[src/rtl/segment_writer_pkg.sv]
// Shared constants and state encoding for the segment writer and its DMA write channel.
package segment_writer_pkg;

    localparam int unsigned NUM_SEGS  = 4;
    localparam int unsigned CL_BYTES  = 64;
    localparam int unsigned SEG_IDX_W = $clog2(NUM_SEGS);

    typedef enum logic [1:0] {
        SW_IDLE  = 2'd0,
        SW_WRITE = 2'd1,
        SW_DRAIN = 2'd2,
        SW_DONE  = 2'd3
    } sw_state_e;

endpackage

[src/rtl/segment_writer.sv]
// Writes NUM_SEGS segments of SEG_LINES cachelines to latched base addresses, then
// waits for every write ack before reporting done with the run's cycle count.
module segment_writer
    import segment_writer_pkg::*;
#(
    parameter int unsigned ADDR_WIDTH = 64,
    parameter int unsigned DATA_WIDTH = 512,
    parameter int unsigned SEG_LINES  = 16
) (
    input  logic                  clk,
    input  logic                  rst_n,
    input  logic [ADDR_WIDTH-1:0] wr_addr_s0,
    input  logic [ADDR_WIDTH-1:0] wr_addr_s1,
    input  logic [ADDR_WIDTH-1:0] wr_addr_s2,
    input  logic [ADDR_WIDTH-1:0] wr_addr_s3,
    input  logic                  go,
    output logic                  done,
    output logic [ADDR_WIDTH-1:0] cv_value,
    output logic [ADDR_WIDTH-1:0] dma_wr_addr,
    output logic [DATA_WIDTH-1:0] dma_wr_data,
    output logic                  dma_wr_en,
    input  logic                  dma_wr_full,
    input  logic                  dma_wr_ack
);

    localparam int unsigned LINE_W = (SEG_LINES > 1) ? $clog2(SEG_LINES) : 1;
    localparam int unsigned OUT_W  = $clog2(NUM_SEGS * SEG_LINES + 1);

    localparam logic [1:0] S_IDLE  = 2'(SW_IDLE);
    localparam logic [1:0] S_WRITE = 2'(SW_WRITE);
    localparam logic [1:0] S_DRAIN = 2'(SW_DRAIN);
    localparam logic [1:0] S_DONE  = 2'(SW_DONE);

    logic [1:0]            state;
    logic [1:0]            state_next;
    logic [ADDR_WIDTH-1:0] base [NUM_SEGS];
    logic [SEG_IDX_W-1:0]  seg;
    logic [LINE_W-1:0]     line;
    logic [OUT_W-1:0]      outstanding;
    logic [OUT_W-1:0]      outstanding_next;
    logic                  accept;
    logic                  last_line;
    logic                  last_write;
    logic                  ack_take;
    logic                  go_take;

    // Write request and bookkeeping strobes
    always_comb begin
        dma_wr_en  = (state == S_WRITE) && !dma_wr_full;
        accept     = dma_wr_en;
        last_line  = (line == LINE_W'(SEG_LINES - 1));
        last_write = accept && last_line && (seg == SEG_IDX_W'(NUM_SEGS - 1));
        ack_take   = dma_wr_ack && (outstanding != '0);
        go_take    = go && ((state == S_IDLE) || (state == S_DONE));
    end

    // Outstanding count after this cycle's write/ack; acks with nothing in flight are dropped
    always_comb begin
        outstanding_next = outstanding;
        if (accept && !ack_take) begin
            outstanding_next = outstanding + OUT_W'(1);
        end else if (!accept && ack_take) begin
            outstanding_next = outstanding - OUT_W'(1);
        end
    end

    always_comb begin
        dma_wr_addr = base[seg] + (ADDR_WIDTH'(line) * ADDR_WIDTH'(CL_BYTES));
        dma_wr_data = '0;
        dma_wr_data[31:0]  = (32'(seg) * 32'(SEG_LINES)) + 32'(line);
        dma_wr_data[33:32] = seg;
    end

    // Next-state logic; DRAIN exits as soon as the last ack lands, even on its first cycle
    always_comb begin
        state_next = state;
        case (state)
            S_IDLE:  if (go_take) state_next = S_WRITE;
            S_WRITE: if (last_write) state_next = S_DRAIN;
            S_DRAIN: if (outstanding_next == '0) state_next = S_DONE;
            S_DONE:  if (go_take) state_next = S_WRITE;
            default: state_next = S_IDLE;
        endcase
    end

    always_ff @(posedge clk) begin
        if (!rst_n) begin
            state <= S_IDLE;
        end else begin
            state <= state_next;
        end
    end

    always_ff @(posedge clk) begin
        if (!rst_n) begin
            done        <= 1'b0;
            cv_value    <= '0;
            seg         <= '0;
            line        <= '0;
            outstanding <= '0;
            for (int unsigned i = 0; i < NUM_SEGS; i++) begin
                base[i] <= '0;
            end
        end else begin
            done <= (state_next == S_DONE);
            if (go_take) begin
                base[0]     <= wr_addr_s0;
                base[1]     <= wr_addr_s1;
                base[2]     <= wr_addr_s2;
                base[3]     <= wr_addr_s3;
                cv_value    <= '0;
                seg         <= '0;
                line        <= '0;
                outstanding <= '0;
            end else begin
                outstanding <= outstanding_next;
                if (accept) begin
                    if (last_line) begin
                        line <= '0;
                        seg  <= seg + SEG_IDX_W'(1);
                    end else begin
                        line <= line + LINE_W'(1);
                    end
                end
                if (((state == S_WRITE) || (state == S_DRAIN)) && (cv_value != '1)) begin
                    cv_value <= cv_value + ADDR_WIDTH'(1);
                end
            end
        end
    end

endmodule

[config.mk]
export PLATFORM = sky130hd
export DESIGN_NAME = segment_writer
export DESIGN_NICKNAME = d
export VERILOG_FILES = /design/src/rtl/segment_writer_pkg.sv /design/src/rtl/segment_writer.sv
export SDC_FILE = /design/constraint.sdc
export NUM_CORES = 1
export LEC_CHECK = 0
export CORE_AREA = 2 2 352 354
export DETAILED_ROUTE_END_ITERATION = 6
export DIE_AREA = 0 0 354 356
export SLEW_MARGIN = 5
export SYNTH_ARGS = -nofsm -noshare
export SYNTH_HDL_FRONTEND = slang
export SYNTH_SLANG_ARGS = --single-unit
[constraint.sdc]
create_clock -name clk -period 39.3 [get_ports clk]
set_input_delay 11.79 -clock clk [delete_from_list [all_inputs] [get_ports clk]]
set_output_delay 11.79 -clock clk [all_outputs]
set_load 0.03 [all_outputs]
==> results_dict.tcl <==
set metrics [dict create \
    synth-seq-cells 338 \
    pwr_density_cell_nw_per_um2 48.3 \
    ys_warn_count 0 \
    cp.depth 4 \
    design_area_um2 25500 \
    layout-drive-gt1-share 0.0715 \
    place_inst 3817 \
    r2r_slack_ns 34.86 \
    cts_setup_buffers 0 \
    wirelength_mm 57.1 \
    crit_top_cell "clkdlybuf4s50_1" \
    rsz0062_at_grt "false" \
    die_w_um 354 \
    slowest_delay_ns 0.81 \
    hold_buffers 0 \
    drc 0 \
    start_util 0.166 \
    clk_latency_ns 0.57 \
    synth_flop_cell "edfxtp_1" \
    ioPinCount 903 \
    synth_top_area_share 0.377 \
    row_count 129 \
    critPathLaunchType "primary input" \
    drtIter0Drc 637 \
    synth_area_um2 20400 \
    area_delta_synth_final_pct 25.2 \
    numCtsBuffers 39 \
    ctsResizeCount 0 \
    hold_class "register to register" \
    cts-root-buf "clkbuf_16" \
    cp.arrival_ns 13.64 \
    placed_area_um2 24300 \
    grt_pass1_vias 11900 \
    required_ns 27.51 \
    die_h_um 356 \
    worstRegToRegCells 7 \
    grt_max_degree 124 \
    slew_viol_final 0 \
    synth_xor_area_frac 0.0365 \
    final.min_clock_period_ns 25.43 \
    drv_cap 0 \
    finalCritPeriodShare 0.647 \
    first_pass_iters 5 \
    nFillCells 13300 \
    synth.most_common_cell "buf_4" \
    cts_tree "yes" \
    r2r-end "base[2][55]" \
    synthMuxAreaShare 0.0719 \
    path_max_fanout 11 \
    overflow 0 \
    h-tree-depth 2 \
    critPathTopFamily "buffers and inverters" \
    vias_per_cell 3.39 \
    fp.dieArea_um2 126000 \
    crit_buf_inv 3 \
    synth_top_family_by_area "buffers and inverters" \
    finalSetupTns_ns 0 \
    core_area_um2 123000 \
    slew_headroom 0.321 \
    placement.io_buffers 398 \
    clkSinkCount 338 \
    syn_inst 1842 \
    hold-path-cell-count 2 \
    layoutNonFillerInstCount 3889 \
    min_from "cv_value[54]" \
    synth_compound_area_frac 0.0398 \
    vias 13200 \
    ant_nets 0 \
    synth-seq-area-share 0.457 \
    tightest_slew_ns 1.01 \
    finalSetupViolCount 0 \
    synthTopCellsByArea "edfxtp_1, buf_4, dfxtp_1" \
    avgSynthCellArea_um2 11.1 \
    synth_cell_types 74 \
    grtUsageTotal 0.0842 \
    yosys.area_share.simple 0.178 \
    hold_viol_final 0 \
    hold_ws_ns 0.506 \
    skew_ns 0.0236 \
    status "finished clean" \
    gp_congestion 0.797 \
    antenna_found_initial 10 \
    ir_worst_vdd_mv 0.0323 \
    grt_first_pass_wirelength_mm 79.3 \
    layout.nets 2496 \
    synth-async-reset-ratio 0 \
    yosys.area_share.adder 0.00895 \
    wl_per_cell_um 14.7 \
    cp-end-kind "primary output" \
    criticalPathCategory "primary input to primary output" \
    path_clk_slew_ns 0.05 \
    p_leak_nw 9.48 \
    synth_area_leader_cell "edfxtp_1" \
    min_to "cv_value[54]" \
    slowest_stage "clkdlybuf4s50_1" \
    fmax_mhz 39.3 \
    crit_chain "clkdlybuf4s50_1 > nand2b_1 > inv_1 > clkdlybuf4s50_1" \
    r2r-start "state[0]" \
    synth_common_cells "buf_4, and2_1, edfxtp_1" \
    synth_edf_count 256 \
    clock_path_buffers 3 \
    hpwlAfterDp_mm 44.7 \
    crit_start "dma_wr_full" \
]
power breakdown:
part / internal [mW] / switching, mW / total [mW]
combinational: 0.124 / 0.239 / 0.362
sequential: 0.478 / 0.0257 / 0.504
clock: 0.210 / 0.157 / 0.366
total: 0.812 / 0.421 / 1.23
worst max path at each step:
stage                 to  slack (ns)
5_1_grt        dma_wr_en       13.78
3_5_place_dp   dma_wr_en       13.88
2_1_floorplan  dma_wr_en       14.95
3_3_place_gp   dma_wr_en       13.89
4_1_cts        dma_wr_en       13.87
6_report       dma_wr_en       13.87
routing by layer:
metal  part of all wire  track usage  vias to the layer above
met1               0.41        0.103                     6336
li1                   -            -                     6203
met4              0.022       0.0255                       12
met2               0.48        0.138                      565
met5             0.0013            0                        -
met3              0.095       0.0311                       69
cell families (layout without fill, tap and decap cells):
group	Yosys count	count (layout)
XOR/XNOR	85	85
AO/OA/AOI/OAI	122	122
adder cells (fa/ha/maj)	14	14
flip-flops	338	338
multiplexers	67	67
other	1	505
buffers and inverters	592	498
AND/OR/NAND/NOR	623	623
registers in the layout (all words and copies together) (netlist names), named ones only:
name         cells
cv_value        64
line             4
outstanding      7
state            2
base           256
seg              2
done             1
cells in the final DEF, fill, tap and decap left out, types with 26 or more instances in the layout:
cell and n:
conb_1 504, clkdlybuf4s50_1 398, and2_1 260, edfxtp_1 256, dfxtp_1 80, nand2_1 73
mux4_2 61, nor2_1 60, xnor2_1 52, nand3_1 40, clkbuf_16 39, a21oi_1 37
xor2_1 33, nand4_1 31, or3_1 30, nor4_1 26, nor3_1 26
through the flow:
stage          power, mW  setup slack [ns]  utilization
2_1_floorplan      0.803             14.95            -
3_3_place_gp       0.876             13.89        0.198
3_5_place_dp       0.881             13.88        0.198
4_1_cts             1.25             13.87        0.208
5_1_grt             1.30             13.78        0.208
6_report            1.23             13.87        0.208
tightest hold or removal path, delay by kind of cell (launching register included):
family,cells,cell delay [ns]
AOI/OAI and AO/OA,2,0.14
DFF,1,0.32
layout make-up:
class                           count  area [µm²]  share of cell area
Sequential cell                   338        9340               0.365
Multi-Input combinational cell   1415        8740               0.342
Timing Repair Buffer              407        4050               0.159
Tap cell                         1637        2050              0.0802
Clock buffer                       50        1040              0.0406
Clock inverter                     21         243             0.00950
Inverter                           20        82.6             0.00323
Antenna cell                        1        2.50           0.0000980
No activity file was read; power rests on OpenSTA's default activity.
